File: src/rtl/comm_wr_adr.sv
// comm_wr_adr: receiver-to-buffer write sequencer with double-banked frames.
// Ports: clk, rst (async high); wrVal/wrData word strobe in; rdDone1/2 bank
//   release from reader; WR/WrAdr/WrData/WrBank buffer write; strob1/2 bank
//   full; busy = FSM not idle; ovfCnt (only with WR_OVF_EN) counts drops.
module comm_wr_adr #(
  parameter int FRAME_LEN = 18,
  parameter int WR_PULSE  = 4
) (
  input  logic        clk,
  input  logic        rst,
  input  logic        wrVal,
  input  logic [15:0] wrData,
  input  logic        rdDone1,
  input  logic        rdDone2,
  output logic        WR,
  output logic [4:0]  WrAdr,
  output logic [15:0] WrData,
  output logic        WrBank,
  output logic        strob1,
  output logic        strob2,
`ifdef WR_OVF_EN
  output logic [7:0]  ovfCnt,
`endif
  output logic        busy
);

  typedef enum logic [1:0] {
    IDLE  = 2'd0,
    WRSET = 2'd1,
    CNT   = 2'd2
  } state_t;

  localparam logic [3:0] PULSE_LAST = 4'(WR_PULSE - 1);
  localparam logic [4:0] ADR_LAST   = 5'(FRAME_LEN - 1);

  state_t      state_q, state_d;
  logic [3:0]  cnt_q, cnt_d;
  logic        wr_q, wr_d;
  logic [4:0]  adr_q, adr_d;
  logic [15:0] data_q, data_d;
  logic        bank_q, bank_d;
  logic [1:0]  full_q, full_d;

  always_comb begin
    state_d = state_q;
    cnt_d   = cnt_q;
    wr_d    = wr_q;
    adr_d   = adr_q;
    data_d  = data_q;
    bank_d  = bank_q;
    full_d  = full_q;
    // Release only applies to a bank that is actually full.
    if (rdDone1 && full_q[0]) full_d[0] = 1'b0;
    if (rdDone2 && full_q[1]) full_d[1] = 1'b0;
    case (state_q)
      IDLE: begin
        // Full check uses the registered flag, so a same-cycle
        // release does not rescue this word.
        if (wrVal && !full_q[bank_q]) begin
          data_d  = wrData;
          wr_d    = 1'b1;
          cnt_d   = 4'd0;
          state_d = WRSET;
        end
      end
      WRSET: begin
        if (cnt_q == PULSE_LAST) begin
          wr_d    = 1'b0;
          state_d = CNT;
        end else begin
          cnt_d = cnt_q + 4'd1;
        end
      end
      CNT: begin
        if (adr_q == ADR_LAST) begin
          adr_d          = 5'd0;
          full_d[bank_q] = 1'b1;
          bank_d         = ~bank_q;
        end else begin
          adr_d = adr_q + 5'd1;
        end
        state_d = IDLE;
      end
      default: begin
        state_d = IDLE;
        wr_d    = 1'b0;
      end
    endcase
  end

  always_ff @(posedge clk or posedge rst) begin
    if (rst) begin
      state_q <= IDLE;
      cnt_q   <= 4'd0;
      wr_q    <= 1'b0;
      adr_q   <= 5'd0;
      data_q  <= 16'd0;
      bank_q  <= 1'b0;
      full_q  <= 2'b00;
    end else begin
      state_q <= state_d;
      cnt_q   <= cnt_d;
      wr_q    <= wr_d;
      adr_q   <= adr_d;
      data_q  <= data_d;
      bank_q  <= bank_d;
      full_q  <= full_d;
    end
  end

`ifdef WR_OVF_EN
  logic       drop;
  logic [7:0] ovf_q, ovf_d;

  always_comb begin
    drop  = wrVal && !((state_q == IDLE) && !full_q[bank_q]);
    ovf_d = ovf_q;
    if (drop && (ovf_q != 8'hff)) ovf_d = ovf_q + 8'd1;
  end

  always_ff @(posedge clk or posedge rst) begin
    if (rst) ovf_q <= 8'd0;
    else     ovf_q <= ovf_d;
  end

  assign ovfCnt = ovf_q;
`endif

  assign WR     = wr_q;
  assign WrAdr  = adr_q;
  assign WrData = data_q;
  assign WrBank = bank_q;
  assign strob1 = full_q[0];
  assign strob2 = full_q[1];
  assign busy   = (state_q != IDLE);

endmodule

File: config.mk
export PLATFORM = sky130hd
export DESIGN_NAME = comm_wr_adr
export DESIGN_NICKNAME = d
export VERILOG_FILES = /design/src/rtl/comm_wr_adr.sv
export SDC_FILE = /design/constraint.sdc
export NUM_CORES = 1
export LEC_CHECK = 0
export BUFFER_PORTS_ARGS = -buffer_cell sky130_fd_sc_hd__buf_2
export CAP_MARGIN = 5
export CELL_PAD_IN_SITES_DETAIL_PLACEMENT = 1
export CELL_PAD_IN_SITES_GLOBAL_PLACEMENT = 1
export CORE_MARGIN = 10
export CORE_UTILIZATION = 40
export CTS_CLUSTER_DIAMETER = 150
export DETAILED_ROUTE_END_ITERATION = 8
export PLACE_DENSITY_LB_ADDON = 0.2
export SYNTH_ARGS = -nofsm -noshare
export SYNTH_HDL_FRONTEND = slang
export SYNTH_SLANG_ARGS = --single-unit
File: constraint.sdc
create_clock -name clk -period 4.4 [get_ports clk]
set_input_delay 0.44 -clock clk [delete_from_list [all_inputs] [get_ports clk]]
set_output_delay 0.44 -clock clk [all_outputs]
set_load 0.01 [all_outputs]
==> summary.txt <==
Setup path
  – Worst r2r dst: WrData[15]
  – R2R depth: 3
  – FF-to-FF setup slack: 2440 ps
  – Arr. time, crit path: 2180 ps
  – Family with the most delay on the worst path: simple AND/OR/NAND/NOR gates
  – Critical Path Source Type: flop
  – Setup CP Type: flop to flop
  – CP Capture Type: flop
  – Reg2reg start: state_q[0]
  – Critical path's slowest cell: or2_1
  – WP buf/inv: 0
  – Critical path fanouts, max: 17
  – Critical-path cell list: or3b_4 -> or2_1 -> mux2_4
  – Max incr delay on CP: 530 ps
  – Worst EP required: 4620 ps

Global route
  – First-pass GRT wire length: 5580 um
  – Number of antenna violations at the first check in global routing: 0
  – Gr usage total: 11.0%
  – GR Overflow Total: 0
  – Vias in the first global route: 1179
  – Largest net degree at the start of global routing: 32

Layout
  – Ratio of cells with drive above 1 in the final layout: 47.8%
  – Area growth syn-to-layout: 26.4%
  – Design area: 1770 sq um
  – Diodes inserted: 0
  – Final nets: 182
  – Finished Layout Cells: 205
  – Layout Utilization: 52.8%

Clock network
  – Clock buffer depth: 2
  – H-Tree Level Count: 2
  – Postcts setup bufs: 0
  – Clk sinks: 31
  – CTS Buf Count: 5
  – CTS root buf: clkbuf_4
  – Post-cts resize count: 0
  – Post-CTS Hold Buffers: 0
  – Clk slew on worst S/H paths: 100 ps
  – CTS tree: yes
  – Clk_lat worst skew: 330 ps

Synth
  – Yosys top cell by area: dfrtp_1
  – Synth Flop Type: dfrtp_1
  – Sequential share of the synthesized area: 55.3%
  – Most common library cells after synthesis: 31 x dfrtp_1, 9 x mux2_4, 8 x inv_1, 8 x mux2_2, 6 x nand3_1
  – Synth cell types: 34
  – Synth top area share: 55.3%
  – Mapped Cells: 106
  – Syn Nets: 130
  – Synth area leaders: dfrtp_1 55%, mux2_4 9.6%, mux2_2 6.4%
  – Syn. warnings: 0
  – Cell Area, Synth: 1400 sq um
  – Count leader, synth: dfrtp_1
  – Yosys reg bits: 31
  – Async S/R FF share, synth: 100%
  – Number of enable flip-flop cells after synthesis: 0
  – Avg Cell Area, Syn: 13.2 sq um

Outcome
  – Outcome: complete, no violations

Route
  – DRT iter0 DRCs: 24
  – First-pass detailed-route iteration total: 3
  – Avg Vias per Cell: 5.01
  – Total wire length: 3370 um
  – Final ANT Viol Nets: 0
  – DRC violations left: 0
  – Avg WL per Cell: 16.4 um
  – Via Count: 1028

Timing
  – Post-route setup TNS: 0 ps
  – Tcrit/Tclk final: 44.5%
  – Final Max Slew Viols: 0
  – Final setup margin: 2440 ps
  – Setup Skew: 12.3 ps
  – RSZ-0062 raised after global routing: false
  – Endpoints failing hold: 0
  – Max-slew headroom: 43.0%
  – FMAX: 510 MHz
  – Final hold slack: 61.3 ps
  – Tmin final: 1960 ps
  – Setup Viol. Count Final: 0
  – Worst Max-Slew Pin Slew: 855 ps

Place
  – Worst slack, placed: 2400 ps
  – Post-DP HPWL: 2580 um
  – Cells after DPL: 196
  – I/O Buffers: 46
  – Area of placed instances: 1660 sq um
  – RD Place Congestion: 0.715

Run
  – Max-cap viol count: 0

Die
  – Initial Util: 41.7%
  – Site Rows: 21
  – DIE AREA: 6280 sq um
  – Die Wd: 79.2 um
  – Die height: 79.2 um
  – Core area: 3360 sq um
  – IO Count: 47

Power and ir drop
  – Pwr Total: 1.17 mW
  – Sw frac: 34.0%
  – Power Density: 660 nW/um^2
  – LEAKAGE: 0.903 nW
  – Clock Power Share: 19.8%
  – Pint: 0.773 mW
  – Switch Pwr: 0.398 mW
  – Flop pwr share: 41.4%
  – Max VDD drop: 0.358 mV
  – Comb power frac: 38.8%

Min path
  – Hold Path Class: input port to async pin
==> flip-flops by register name, summed over array words and instances, names as in the netlist <==
signal and cells:
full_q 2, WrAdr 5, WR 1, cnt_q 4, WrBank 1, WrData 16, state_q 2
==> final cells by class <==
type,count,area (sq um)
Multi-Input combinational cell,65,567
Inverter,8,30.0
Fill cell,389,1590
Timing Repair Buffer,47,258
Tap cell,46,57.6
Clock inverter,2,35.0
Clock buffer,6,51.3
Sequential cell,31,776
==> per-layer routing <==
metal  part of all wire, %  global-route usage [%]  vias up
met3                   5.5                    4.17        5
li1                      -                       -      481
met1                    39                    11.4      518
met2                    55                    19.4       24
met5                     0                       0        -
met4                   1.2                    4.30        0
==> logic make-up (layout without fill, tap and decap cells) <==
family | Yosys count | after routing | synth area share [%]
DFF | 31 | 31 | 55.3
buffers and inverters | 10 | 63 | 4.37
AOI/OAI and AO/OA | 13 | 13 | 6.15
and+or+nand+nor | 28 | 28 | 12.9
muxes | 18 | 18 | 16.8
xor gates and xnor gates | 3 | 3 | 1.87
adders and majority gates | 3 | 3 | 2.67
==> power by group through the flow <==
stage	combinational [mW]	sequential, mW	clock (mW)
5_1_grt	0.502	0.507	0.252
3_3_place_gp	0.444	0.481	0
6_report	0.454	0.485	0.232
3_5_place_dp	0.464	0.493	0
4_1_cts	0.467	0.487	0.238
2_1_floorplan	0.263	0.522	0
==> worst max path at each step <==
stage	startpoint	end	slack (ps)	cells after the start
3_3_place_gp	wrVal	WrData[12]	2440	4
3_5_place_dp	wrVal	WrData[3]	2400	4
2_1_floorplan	state_q[0]	WrData[0]	2680	5
5_1_grt	state_q[0]	WrData[15]	2350	3
4_1_cts	state_q[0]	WrData[12]	2420	3
6_report	state_q[0]	WrData[15]	2440	3
==> cells in the final DEF, fill, tap and decap left out, types with 3 or more instances in the layout <==
master,n
mux2_2,8
mux2_4,9
buf_2,46
dfrtp_1,31
o21ai_0,4
nand3_1,6
nor2_1,4
inv_1,8
clkbuf_4,5
ha_1,3
Note: power is estimated with default switching activity, not from simulation.
